<file path="src/rtl/riscv_ctrl_pkg.sv">
// riscv_ctrl_pkg
// Shared encodings for the multi-cycle RV32I control path: opcode constants,
// branch func3 codes, main FSM state enum, ALUOp encoding (shared with the
// ALU controller), datapath mux select encodings and the opcode -> ImmSrc
// decode helper.
package riscv_ctrl_pkg;

    localparam logic [6:0] OP_LOAD   = 7'b0000011;
    localparam logic [6:0] OP_STORE  = 7'b0100011;
    localparam logic [6:0] OP_RTYPE  = 7'b0110011;
    localparam logic [6:0] OP_ITYPE  = 7'b0010011;
    localparam logic [6:0] OP_BRANCH = 7'b1100011;
    localparam logic [6:0] OP_JAL    = 7'b1101111;
    localparam logic [6:0] OP_JALR   = 7'b1100111;
    localparam logic [6:0] OP_LUI    = 7'b0110111;

    localparam logic [2:0] F3_BEQ = 3'b000;
    localparam logic [2:0] F3_BNE = 3'b001;
    localparam logic [2:0] F3_BLT = 3'b100;
    localparam logic [2:0] F3_BGE = 3'b101;

    typedef enum logic [3:0] {
        S_FETCH,
        S_DECODE,
        S_MEM_ADR,
        S_MEM_RD,
        S_MEM_WB,
        S_MEM_WR,
        S_EX_R,
        S_EX_I,
        S_LUI,
        S_ALU_WB,
        S_JALR,
        S_JUMP,
        S_BRANCH
    } state_t;

    // ALUOp encoding, decoded further by the ALU controller
    localparam logic [1:0] LS_W = 2'd0;  // load/store address: ADD
    localparam logic [1:0] B_T  = 2'd1;  // branch compare: SUB
    localparam logic [1:0] RI_T = 2'd2;  // R/I type: func3/func7 decoded
    localparam logic [1:0] U_T  = 2'd3;  // LUI: pass immediate

    localparam logic [1:0] RES_ALUOUT = 2'd0;
    localparam logic [1:0] RES_MEM    = 2'd1;
    localparam logic [1:0] RES_ALU    = 2'd2;

    localparam logic [1:0] SRCA_PC    = 2'd0;
    localparam logic [1:0] SRCA_OLDPC = 2'd1;
    localparam logic [1:0] SRCA_REG   = 2'd2;

    localparam logic [1:0] SRCB_REG  = 2'd0;
    localparam logic [1:0] SRCB_IMM  = 2'd1;
    localparam logic [1:0] SRCB_FOUR = 2'd2;

    localparam logic [2:0] IMM_I = 3'd0;
    localparam logic [2:0] IMM_S = 3'd1;
    localparam logic [2:0] IMM_B = 3'd2;
    localparam logic [2:0] IMM_J = 3'd3;
    localparam logic [2:0] IMM_U = 3'd4;

    function automatic logic [2:0] imm_src_of(input logic [6:0] op);
        logic [2:0] imm;
        imm = IMM_I;
        case (op)
            OP_STORE:  imm = IMM_S;
            OP_BRANCH: imm = IMM_B;
            OP_JAL:    imm = IMM_J;
            OP_LUI:    imm = IMM_U;
            default:   imm = IMM_I;
        endcase
        return imm;
    endfunction

endpackage

</file>
<file path="src/rtl/multicycle_main_controller_branch_cond.sv">
// branch_cond
// Combinational branch resolution from func3 and the ALU flags of the SUB
// performed in the BRANCH cycle.
// Configuration macro: BRANCH_EXT_EN -- when defined, bne/blt/bge are resolved;
// otherwise only beq can be taken and every other func3 is not taken.
// Ports:
//   func3  in  3  branch condition field of the IR
//   zero   in  1  ALU result == 0
//   neg    in  1  ALU result MSB (raw, overflow ignored)
//   taken  out 1  branch taken
module branch_cond
    import riscv_ctrl_pkg::*;
(
    input  logic [2:0] func3,
    input  logic       zero,
    input  logic       neg,
    output logic       taken
);

`ifdef BRANCH_EXT_EN
    always_comb begin
        taken = 1'b0;
        case (func3)
            F3_BEQ:  taken = zero;
            F3_BNE:  taken = !zero;
            F3_BLT:  taken = neg;
            F3_BGE:  taken = !neg;
            default: taken = 1'b0;
        endcase
    end
`else
    // neg has no consumer without the extended branch set
    logic unused_neg;
    assign unused_neg = neg;

    always_comb begin
        taken = 1'b0;
        if (func3 == F3_BEQ)
            taken = zero;
    end
`endif

endmodule

</file>
<file path="src/rtl/multicycle_main_controller.sv">
// multicycle_main_controller
// Main control FSM of the multi-cycle RV32I core. Steps each instruction
// through fetch/decode/execute/memory/write-back and drives the datapath
// selects and enables plus the 2-bit ALUOp for the ALU controller.
// Configuration macro: BRANCH_EXT_EN (consumed by branch_cond) enables
// bne/blt/bge; without it only beq can be taken.
// Ports:
//   clk, rst            clock, asynchronous active-high reset
//   opcode, func3       IR fields (stable from DECODE onward)
//   zero, neg           ALU flags used in the BRANCH cycle
//   PCWrite, AdrSrc, MemWrite, IRWrite, RegWrite      enables/selects
//   ResultSrc, ALUSrcA, ALUSrcB, ImmSrc, ALUOp        datapath selects
//   instr_done          pulse in the last cycle of a retired instruction
//   illegal             pulse in DECODE for an unsupported opcode
//
// state     | meaning
// ----------+---------------------------------------------------------
// FETCH     | read IMEM at PC, load IR/OldPC, PC <- PC+4
// DECODE    | ALUOut <- OldPC+imm (branch/JAL target), dispatch on opcode
// MEM_ADR   | ALUOut <- rs1+imm (load/store address)
// MEM_RD    | read data memory at ALUOut
// MEM_WB    | rd <- memory data
// MEM_WR    | write data memory at ALUOut
// EX_R      | ALU rs1 op rs2
// EX_I      | ALU rs1 op imm
// LUI       | ALU passes U immediate
// ALU_WB    | rd <- ALUOut
// JALR      | ALUOut <- rs1+imm (jump target)
// JUMP      | PC <- ALUOut, ALU computes OldPC+4 for the link
// BRANCH    | SUB rs1-rs2, PC <- ALUOut when taken
module multicycle_main_controller
    import riscv_ctrl_pkg::*;
(
    input  logic       clk,
    input  logic       rst,
    input  logic [6:0] opcode,
    input  logic [2:0] func3,
    input  logic       zero,
    input  logic       neg,
    output logic       PCWrite,
    output logic       AdrSrc,
    output logic       MemWrite,
    output logic       IRWrite,
    output logic [1:0] ResultSrc,
    output logic [1:0] ALUSrcA,
    output logic [1:0] ALUSrcB,
    output logic [2:0] ImmSrc,
    output logic       RegWrite,
    output logic [1:0] ALUOp,
    output logic       instr_done,
    output logic       illegal
);

    state_t state, state_nxt;
    logic   br_taken;

    branch_cond u_branch_cond (
        .func3 (func3),
        .zero  (zero),
        .neg   (neg),
        .taken (br_taken)
    );

    always_ff @(posedge clk or posedge rst) begin
        if (rst)
            state <= S_FETCH;
        else
            state <= state_nxt;
    end

    // Outputs are gated by rst so that a reset mid-instruction kills any
    // pending write in the same cycle, and FETCH outputs stay low while
    // reset is held.
    always_comb begin
        state_nxt  = state;
        PCWrite    = 1'b0;
        AdrSrc     = 1'b0;
        MemWrite   = 1'b0;
        IRWrite    = 1'b0;
        ResultSrc  = RES_ALUOUT;
        ALUSrcA    = SRCA_PC;
        ALUSrcB    = SRCB_REG;
        ImmSrc     = IMM_I;
        RegWrite   = 1'b0;
        ALUOp      = LS_W;
        instr_done = 1'b0;
        illegal    = 1'b0;

        if (!rst) begin
            ImmSrc = imm_src_of(opcode);
            case (state)
                S_FETCH: begin
                    AdrSrc    = 1'b0;
                    IRWrite   = 1'b1;
                    ALUSrcA   = SRCA_PC;
                    ALUSrcB   = SRCB_FOUR;
                    ALUOp     = LS_W;
                    ResultSrc = RES_ALU;
                    PCWrite   = 1'b1;
                    state_nxt = S_DECODE;
                end
                S_DECODE: begin
                    ALUSrcA = SRCA_OLDPC;
                    ALUSrcB = SRCB_IMM;
                    ALUOp   = LS_W;
                    case (opcode)
                        OP_LOAD, OP_STORE: state_nxt = S_MEM_ADR;
                        OP_RTYPE:          state_nxt = S_EX_R;
                        OP_ITYPE:          state_nxt = S_EX_I;
                        OP_BRANCH:         state_nxt = S_BRANCH;
                        OP_JAL:            state_nxt = S_JUMP;
                        OP_JALR:           state_nxt = S_JALR;
                        OP_LUI:            state_nxt = S_LUI;
                        default: begin
                            state_nxt = S_FETCH;
                            illegal   = 1'b1;
                        end
                    endcase
                end
                S_MEM_ADR: begin
                    ALUSrcA   = SRCA_REG;
                    ALUSrcB   = SRCB_IMM;
                    ALUOp     = LS_W;
                    state_nxt = (opcode == OP_LOAD) ? S_MEM_RD : S_MEM_WR;
                end
                S_MEM_RD: begin
                    AdrSrc    = 1'b1;
                    ResultSrc = RES_ALUOUT;
                    state_nxt = S_MEM_WB;
                end
                S_MEM_WB: begin
                    ResultSrc  = RES_MEM;
                    RegWrite   = 1'b1;
                    instr_done = 1'b1;
                    state_nxt  = S_FETCH;
                end
                S_MEM_WR: begin
                    AdrSrc     = 1'b1;
                    ResultSrc  = RES_ALUOUT;
                    MemWrite   = 1'b1;
                    instr_done = 1'b1;
                    state_nxt  = S_FETCH;
                end
                S_EX_R: begin
                    ALUSrcA   = SRCA_REG;
                    ALUSrcB   = SRCB_REG;
                    ALUOp     = RI_T;
                    state_nxt = S_ALU_WB;
                end
                S_EX_I: begin
                    ALUSrcA   = SRCA_REG;
                    ALUSrcB   = SRCB_IMM;
                    ALUOp     = RI_T;
                    state_nxt = S_ALU_WB;
                end
                S_LUI: begin
                    ALUSrcB   = SRCB_IMM;
                    ALUOp     = U_T;
                    state_nxt = S_ALU_WB;
                end
                S_ALU_WB: begin
                    ResultSrc  = RES_ALUOUT;
                    RegWrite   = 1'b1;
                    instr_done = 1'b1;
                    state_nxt  = S_FETCH;
                end
                S_JALR: begin
                    ALUSrcA   = SRCA_REG;
                    ALUSrcB   = SRCB_IMM;
                    ALUOp     = LS_W;
                    state_nxt = S_JUMP;
                end
                S_JUMP: begin
                    ALUSrcA   = SRCA_OLDPC;
                    ALUSrcB   = SRCB_FOUR;
                    ALUOp     = LS_W;
                    ResultSrc = RES_ALUOUT;
                    PCWrite   = 1'b1;
                    state_nxt = S_ALU_WB;
                end
                S_BRANCH: begin
                    ALUSrcA    = SRCA_REG;
                    ALUSrcB    = SRCB_REG;
                    ALUOp      = B_T;
                    ResultSrc  = RES_ALUOUT;
                    PCWrite    = br_taken;
                    instr_done = 1'b1;
                    state_nxt  = S_FETCH;
                end
                default: state_nxt = S_FETCH;
            endcase
        end
    end

endmodule

</file>
<file path="config.mk">
export PLATFORM = sky130hd
export DESIGN_NAME = multicycle_main_controller
export DESIGN_NICKNAME = d
export VERILOG_FILES = /design/src/rtl/riscv_ctrl_pkg.sv /design/src/rtl/multicycle_main_controller_branch_cond.sv /design/src/rtl/multicycle_main_controller.sv
export SDC_FILE = /design/constraint.sdc
export NUM_CORES = 1
export LEC_CHECK = 0
export ABC_AREA = 1
export CORE_MARGIN = 1
export CORE_UTILIZATION = 30
export DETAILED_ROUTE_END_ITERATION = 8
export PLACE_DENSITY = 0.67
export SETUP_SLACK_MARGIN = 0.1
export SYNTH_ARGS = -nofsm -noshare
export SYNTH_HDL_FRONTEND = slang
export SYNTH_SLANG_ARGS = --single-unit
</file>
<file path="constraint.sdc">
create_clock -name clk -period 1.57 [get_ports clk]
set_input_delay 0.314 -clock clk [delete_from_list [all_inputs] [get_ports clk]]
set_output_delay 0.314 -clock clk [all_outputs]
set_load 0.05 [all_outputs]
</file>
==> results of run 1 <==
[routing by layer]
layer / track usage / part of all wire / vias to the layer above / wire length (um)
li1: - / - / 533 / -
met1: 0.403 / 0.32 / 599 / 1540
met2: 0.663 / 0.49 / 122 / 2390
met3: 0.0615 / 0.085 / 58 / 409
met4: 0.194 / 0.10 / 0 / 491
met5: 0 / 0 / - / 0
[worst paths after layout]
check                          from  endpoint  cells past startpoint  slack [ns]
setup / recovery           state[2]   illegal                      7       -0.48
min in group asynchronous       rst  state[2]                      6        0.78
setup reg to reg           state[3]  state[0]                      8           0
max in group asynchronous       rst  state[0]                      6        0.67
hold reg to reg            state[2]  state[2]                      2        0.59
hold / removal             state[2]  state[2]                      2        0.59
[through the flow]
stage	util	hold WS (ns)	cell area [sq um]	setup WS [ns]	setup TNS [ns]
4_1_cts	0.867	0.561	1680	-0.303	-3.56
6_report	0.958	0.595	1860	-0.475	-4.78
5_1_grt	0.958	0.633	1860	-0.540	-5.18
2_1_floorplan	-	0.113	746	-0.128	-0.896
3_3_place_gp	0.747	0.535	1450	-0.332	-2.64
3_5_place_dp	0.747	0.563	1450	-0.458	-3.24
[cell usage in the layout (no fill, tap or decap), types with 6 or more instances in the layout]
cell     instances
a21oi_4          6
buf_12          18
buf_4           35
buf_6           10
nand2_1         24
nand2_2          6
nand2_4          8
nand3_1          9
nor2_1           7
nor2_4          13
[power groups by stage]
stage | registers [W] | clock network [W] | logic (W)
5_1_grt | 0.000143 | 0.000157 | 0.00104
3_5_place_dp | 0.000131 | 0 | 0.000721
4_1_cts | 0.000135 | 0.000148 | 0.000843
3_3_place_gp | 0.000130 | 0 | 0.000705
2_1_floorplan | 0.000128 | 0 | 0.000385
6_report | 0.000143 | 0.000155 | 0.00101
[worst max-delay path, delay by kind of cell, from the launching register on]
kind	cells	cell delay, ns
buffers and inverters	3	0.29
flip-flops	1	0.45
AND/OR/NAND/NOR	4	0.73
[layout make-up]
class | count | area, sq um | area share
repair buffers | 72 | 835 | 0.449
multi-input cells | 96 | 781 | 0.420
flip-flops and latches | 4 | 105 | 0.0565
inverters | 16 | 80.1 | 0.0430
well taps | 27 | 33.8 | 0.0182
clock buffers | 4 | 26.3 | 0.0141
[timing repair]
item,CTS,global route
setup endpoints to repair,20,20
gates resized for setup,80,37
buffers inserted,8,6
hold buffers,0,0
pin swaps,24,18
[logic make-up (layout without fill, tap and decap cells)]
logic type,count (synthesis),count (layout),share of synthesized area
flops,4,4,0.162
simple gates,80,80,0.578
compound gates,16,16,0.138
buf+inv,19,92,0.122
==> metrics.cfg, run 1 <==
[cts]
cts.sinks = 4
cts_buffers = 3
clk_latency_ns = 0.25
cts_tree = yes
htree_levels = 1
path_clk_slew_ns = 0.05
clockBufferDepth = 2
cts_root_buf = clkbuf_4

[pwr]
fin_total_pwr_w = 0.00131
power_frac_seq = 0.109
combPwrFrac = 0.773
vdd.ir_drop.worst_mv = 0.707
powerDensity_nw_per_um2 = 705
intPower_w = 0.000667
swShare = 0.492
clock_power_share = 0.118
p_leak_nw = 0.842
p_sw_w = 0.000645

[floorplan]
dieArea_sq_um = 2240
fp-row-count = 16
start_util = 0.318
die_w_um = 47.3
ios = 32
fp.dieH_um = 47.3
core_sq_um = 1940

[run_status]
status = complete, but fails checks
violations = negative setup slack

[finish]
drive_above_1_share = 0.703
syn2layout_area_growth_pct = 202
instances_no_fill = 219
fin_nets = 207
largest_register_ffs = 4
num_antenna_cells = 0
num-fill-cells = 44
top_register = state
reg_top3 = state (4)

[sta]
finalMaxSlewViolations = 0
worstMarginPinSlew_ns = 0.356
setup_viol = 16
fin_crit_ns = 2.05
skew_ns = 0.00582
slew_headroom = 0.763
period_share = 1.30
hold_viol = 0
fin_ws_ns = -0.475
max_freq_mhz = 489
rsz0062_at_grt = true

[synthesis]
syn_nets = 133
synthesis.area_per_instance_sq_um = 5.18
synth.distinct_cells = 16
synth_area_leader_cell = nand2_1
synthTopCellsByArea = nand2_1 (23%), dfrtp_1 (16%), nor2_1 (12%)
synth_top_area_share = 0.231
synthArstFlopShare = 1.00
ys_seq_elements = 4
ys_seq_area_frac = 0.162
syn_inst = 119
synth.most_common_cell = nand2_1
synth_area_sq_um = 617
synth-edff-count = 0
netlist_top_cells_count = nand2_1 (38), nor2_1 (19), inv_1 (13), nand3_1 (12), a21oi_1 (10)
ys.flop_type = dfrtp_1
ys_warn_count = 0

[setup_path]
start_kind = flip-flop
endpoint_kind = output pin
path_cells = nor2_4 > inv_4 > nor2_4 > inv_2 > nor2_2 > nor3b_4 > buf_12
crit_type = flip-flop to output pin
worstPathRequired_ns = 1.26
cp_slowest_cell = dfrtp_2
crit_arrival_ns = 1.73
path_common_cell = nor2_4
crit_fanout = 5
slowest_delay_ns = 0.45

[global_routing]
overflow = 0
grt_max_degree = 14
grt_usage = 0.367
grt_antenna_before_repair = 0
grt_pass1_vias = 1122
grt_pass1_wl_um = 5530

[placed_design]
place_inst = 201
finalWeightedCongestion = 0.899
dp_hpwl_um = 2040
numPortBuffers = 30

[detailed_routing]
vias_per_cell = 5.99
vias = 1312
drc = 0
antenna_left = 0
drt_iter0_markers = 100
routed_wl_um = 4830
drt_pre_antenna_iters = 5
wl_per_cell_um = 22.1

[run]
drv_cap = 0

[min_path]
hold_class = flip-flop to flip-flop

No activity file was read; power rests on OpenSTA's default activity.
==> run 2, diff against run 1 <==
CORE_UTILIZATION = 26   (was 30)
PLACE_DENSITY = 0.6   (was 0.67)
==> run 2 against run 1 <==
  * Design area is 9.8% higher
  * The flow still finishes with violations (negative setup slack)
  * Final cell count up 2.3%
  * Critical path type unchanged
  * Power rose by 2.5%
==> metrics.cfg, run 2 (synthesized netlist as in run 1, its figures left out) <==
[sta]
hold_viol = 0  ; unchanged
period_share = 1.23  ; -0.0699
rsz0062_at_grt = true
fin_ws_ns = -0.366  ; +0.110 ns
skew_ns = 0.00847  ; +0.00265 ns
max_freq_mhz = 517  ; +5.7%
fin_crit_ns = 1.94  ; -0.110 ns
timing.hold.ws_ns = 0.580  ; -0.0147 ns
slew_headroom = 0.760  ; -0.00306
setup_viol = 15  ; -1
finalMaxSlewViolations = 0  ; unchanged
worstMarginPinSlew_ns = 0.360  ; +0.00460 ns

[finish]
regArea_sq_um = 105  ; unchanged
syn2layout_area_growth_pct = 231
reg_top3 = state (4)
largest_register_ffs = 4  ; unchanged
final_common_cell = buf_4
fin_area_sq_um = 2040  ; +9.8%
multi_input_area_sq_um = 885  ; +13%
mostFrequentLayoutCells = buf_4 (29), nand2_1 (24), buf_12 (20)
num_antenna_cells = 0  ; unchanged
drive_above_1_share = 0.730  ; +0.0265
top_register = state
num-fill-cells = 86  ; +95%
final_util = 0.915  ; -0.0433
fin_nets = 211  ; +1.9%

[run_status]
violations = negative setup slack
status = complete, but fails checks

[pwr]
power_frac_seq = 0.106  ; -0.003
clock_power_share = 0.108  ; -0.010
fin_total_pwr_w = 0.00134  ; +2.5%
vdd.ir_drop.worst_mv = 0.844  ; +19%
intPower_w = 0.000712  ; +6.8%
swShare = 0.470  ; -0.0213
p_leak_nw = 0.855  ; +1.5%
powerDensity_nw_per_um2 = 658  ; -6.7%
p_sw_w = 0.000632  ; -1.9%
combPwrFrac = 0.786  ; +0.013

[setup_path]
path_cells = nor2_4 > inv_2 > nor2_4 > inv_2 > nor2_4 > nor3b_4 > buf_12
crit_arrival_ns = 1.62  ; -0.11 ns
crit_fanout = 5  ; unchanged
cp_slowest_cell = dfrtp_2
crit_type = flip-flop to output pin
reg2reg_slack_ns = 0.02  ; +0.02 ns
start_kind = flip-flop
slowest_delay_ns = 0.46  ; about the same
worstPathRequired_ns = 1.26  ; about the same
path_common_cell = nor2_4
endpoint_kind = output pin

[global_routing]
use_met3 = 0.0455  ; -0.0161
grt_usage = 0.257  ; -0.109
grt_use_met2 = 0.496  ; -0.167
grt_max_degree = 14  ; unchanged
grt_antenna_before_repair = 0  ; unchanged
grt_pass1_vias = 1103  ; -1.7%
overflow = 0  ; unchanged
grt_pass1_wl_um = 4940  ; -11%
grtUsageMet1 = 0.264  ; -0.139
grt-busiest-layer = met2

[floorplan]
fp.dieH_um = 50.7  ; +7.1%
start_util = 0.276  ; -0.0415
dieArea_sq_um = 2570  ; +15%
core_sq_um = 2230  ; +15%
ios = 32  ; unchanged
fp-row-count = 17  ; +1
die_w_um = 50.7  ; +7.1%

[cts]
cts.sinks = 4  ; unchanged
clockBufferDepth = 2  ; unchanged
cts_buffers = 3  ; unchanged
htree_levels = 1  ; unchanged
clk_latency_ns = 0.24  ; about the same
cts_tree = yes
path_clk_slew_ns = 0.05  ; about the same
cts_root_buf = clkbuf_4

[detailed_routing]
antenna_left = 0  ; unchanged
drc = 0  ; unchanged
vias = 1215  ; -7.4%
vias_per_cell = 5.42  ; -9.5%
drt_iter0_markers = 46  ; -54%
wl_per_cell_um = 18.5  ; -16%
drt_pre_antenna_iters = 4  ; -1
routed_wl_um = 4150  ; -14%

[placed_design]
dp_hpwl_um = 1960  ; -4.3%
place_ws_ns = -0.400  ; +0.0579 ns
numPortBuffers = 30  ; unchanged
finalWeightedCongestion = 0.833  ; -7.3%
place_area_sq_um = 1460  ; +0.60%

[run]
drv_cap = 0  ; unchanged

[min_path]
hold_class = primary input to async pin

-- run 2: changes by cell type in the layout (fill, tap and decap cells not counted), moves of 2 or more --
cell | before | now
nor2_4 | 13 | 17
nor2_2 | 5 | 3
nand3_2 | 3 | 0
buf_6 | 10 | 16
buf_4 | 35 | 29
nand3_1 | 9 | 7
nand3_4 | 0 | 5
buf_12 | 18 | 20
buf_2 | 1 | 3
nand2_4 | 8 | 6
nand2_8 | 0 | 3
nor2_1 | 7 | 5
-- run 2: path summary, 6_finish.rpt --
path	to	startpoint	cells past startpoint
worst max-delay path	illegal	state[3]	7
worst min-delay path	state[1]	rst	5
worst max register to register	state[1]	state[1]	10
worst min register to register	state[2]	state[2]	2
max in group asynchronous	state[0]	rst	5
min in group clk	state[2]	state[2]	2
-- run 2: metrics by stage --
step	TNS [ns]	std cells
final	-3.86	224
after global routing	-4.35	224
after CTS	-3.49	217
after detailed placement	-2.99	203
after global placement	-2.82	203
after floorplan	-0.896	119
-- run 2: metal layers --
metal  vias up  routed length [um]
met5         -                   0
met2        84                2240
li1        541                   -
met4         0                 196
met1       564                1450
met3        26                 255
-- run 2: critical path, delay by kind of cell (launching register included) --
kind / cells / cell delay, ns
buf+inv: 3 / 0.31
flops: 1 / 0.46
simple gates: 4 / 0.60
-- run 2: layout make-up --
type / instances / area share
Timing Repair Buffer: 76 / 0.444
Tap cell: 28 / 0.0171
Inverter: 16 / 0.0416
Clock buffer: 4 / 0.0129
Multi-Input combinational cell: 96 / 0.433
Sequential cell: 4 / 0.0514
-- run 2: power by group through the flow --
stage | Clock [W] | Sequential [W] | Combinational [W]
2_1_floorplan | 0 | 0.000128 | 0.000385
3_3_place_gp | 0 | 0.000130 | 0.000716
3_5_place_dp | 0 | 0.000131 | 0.000731
4_1_cts | 0.000147 | 0.000133 | 0.000846
5_1_grt | 0.000152 | 0.000142 | 0.00109
6_report | 0.000145 | 0.000142 | 0.00106
-- run 2: timing repair --
item / in CTS / in global routing
setup buffers: 10 / 8
resized for setup: 91 / 48
setup endpoints to repair: 20 / 19
hold buffers: 0 / 0
cloned: 0 / 0
pin swaps: 26 / 23
==> run 3, diff against run 2 <==
ABC_CLOCK_PERIOD_IN_PS = 1570   (was not set)
==> results of run 3 <==
No change in the layout: final DEF, timing and power equal those of run 2.
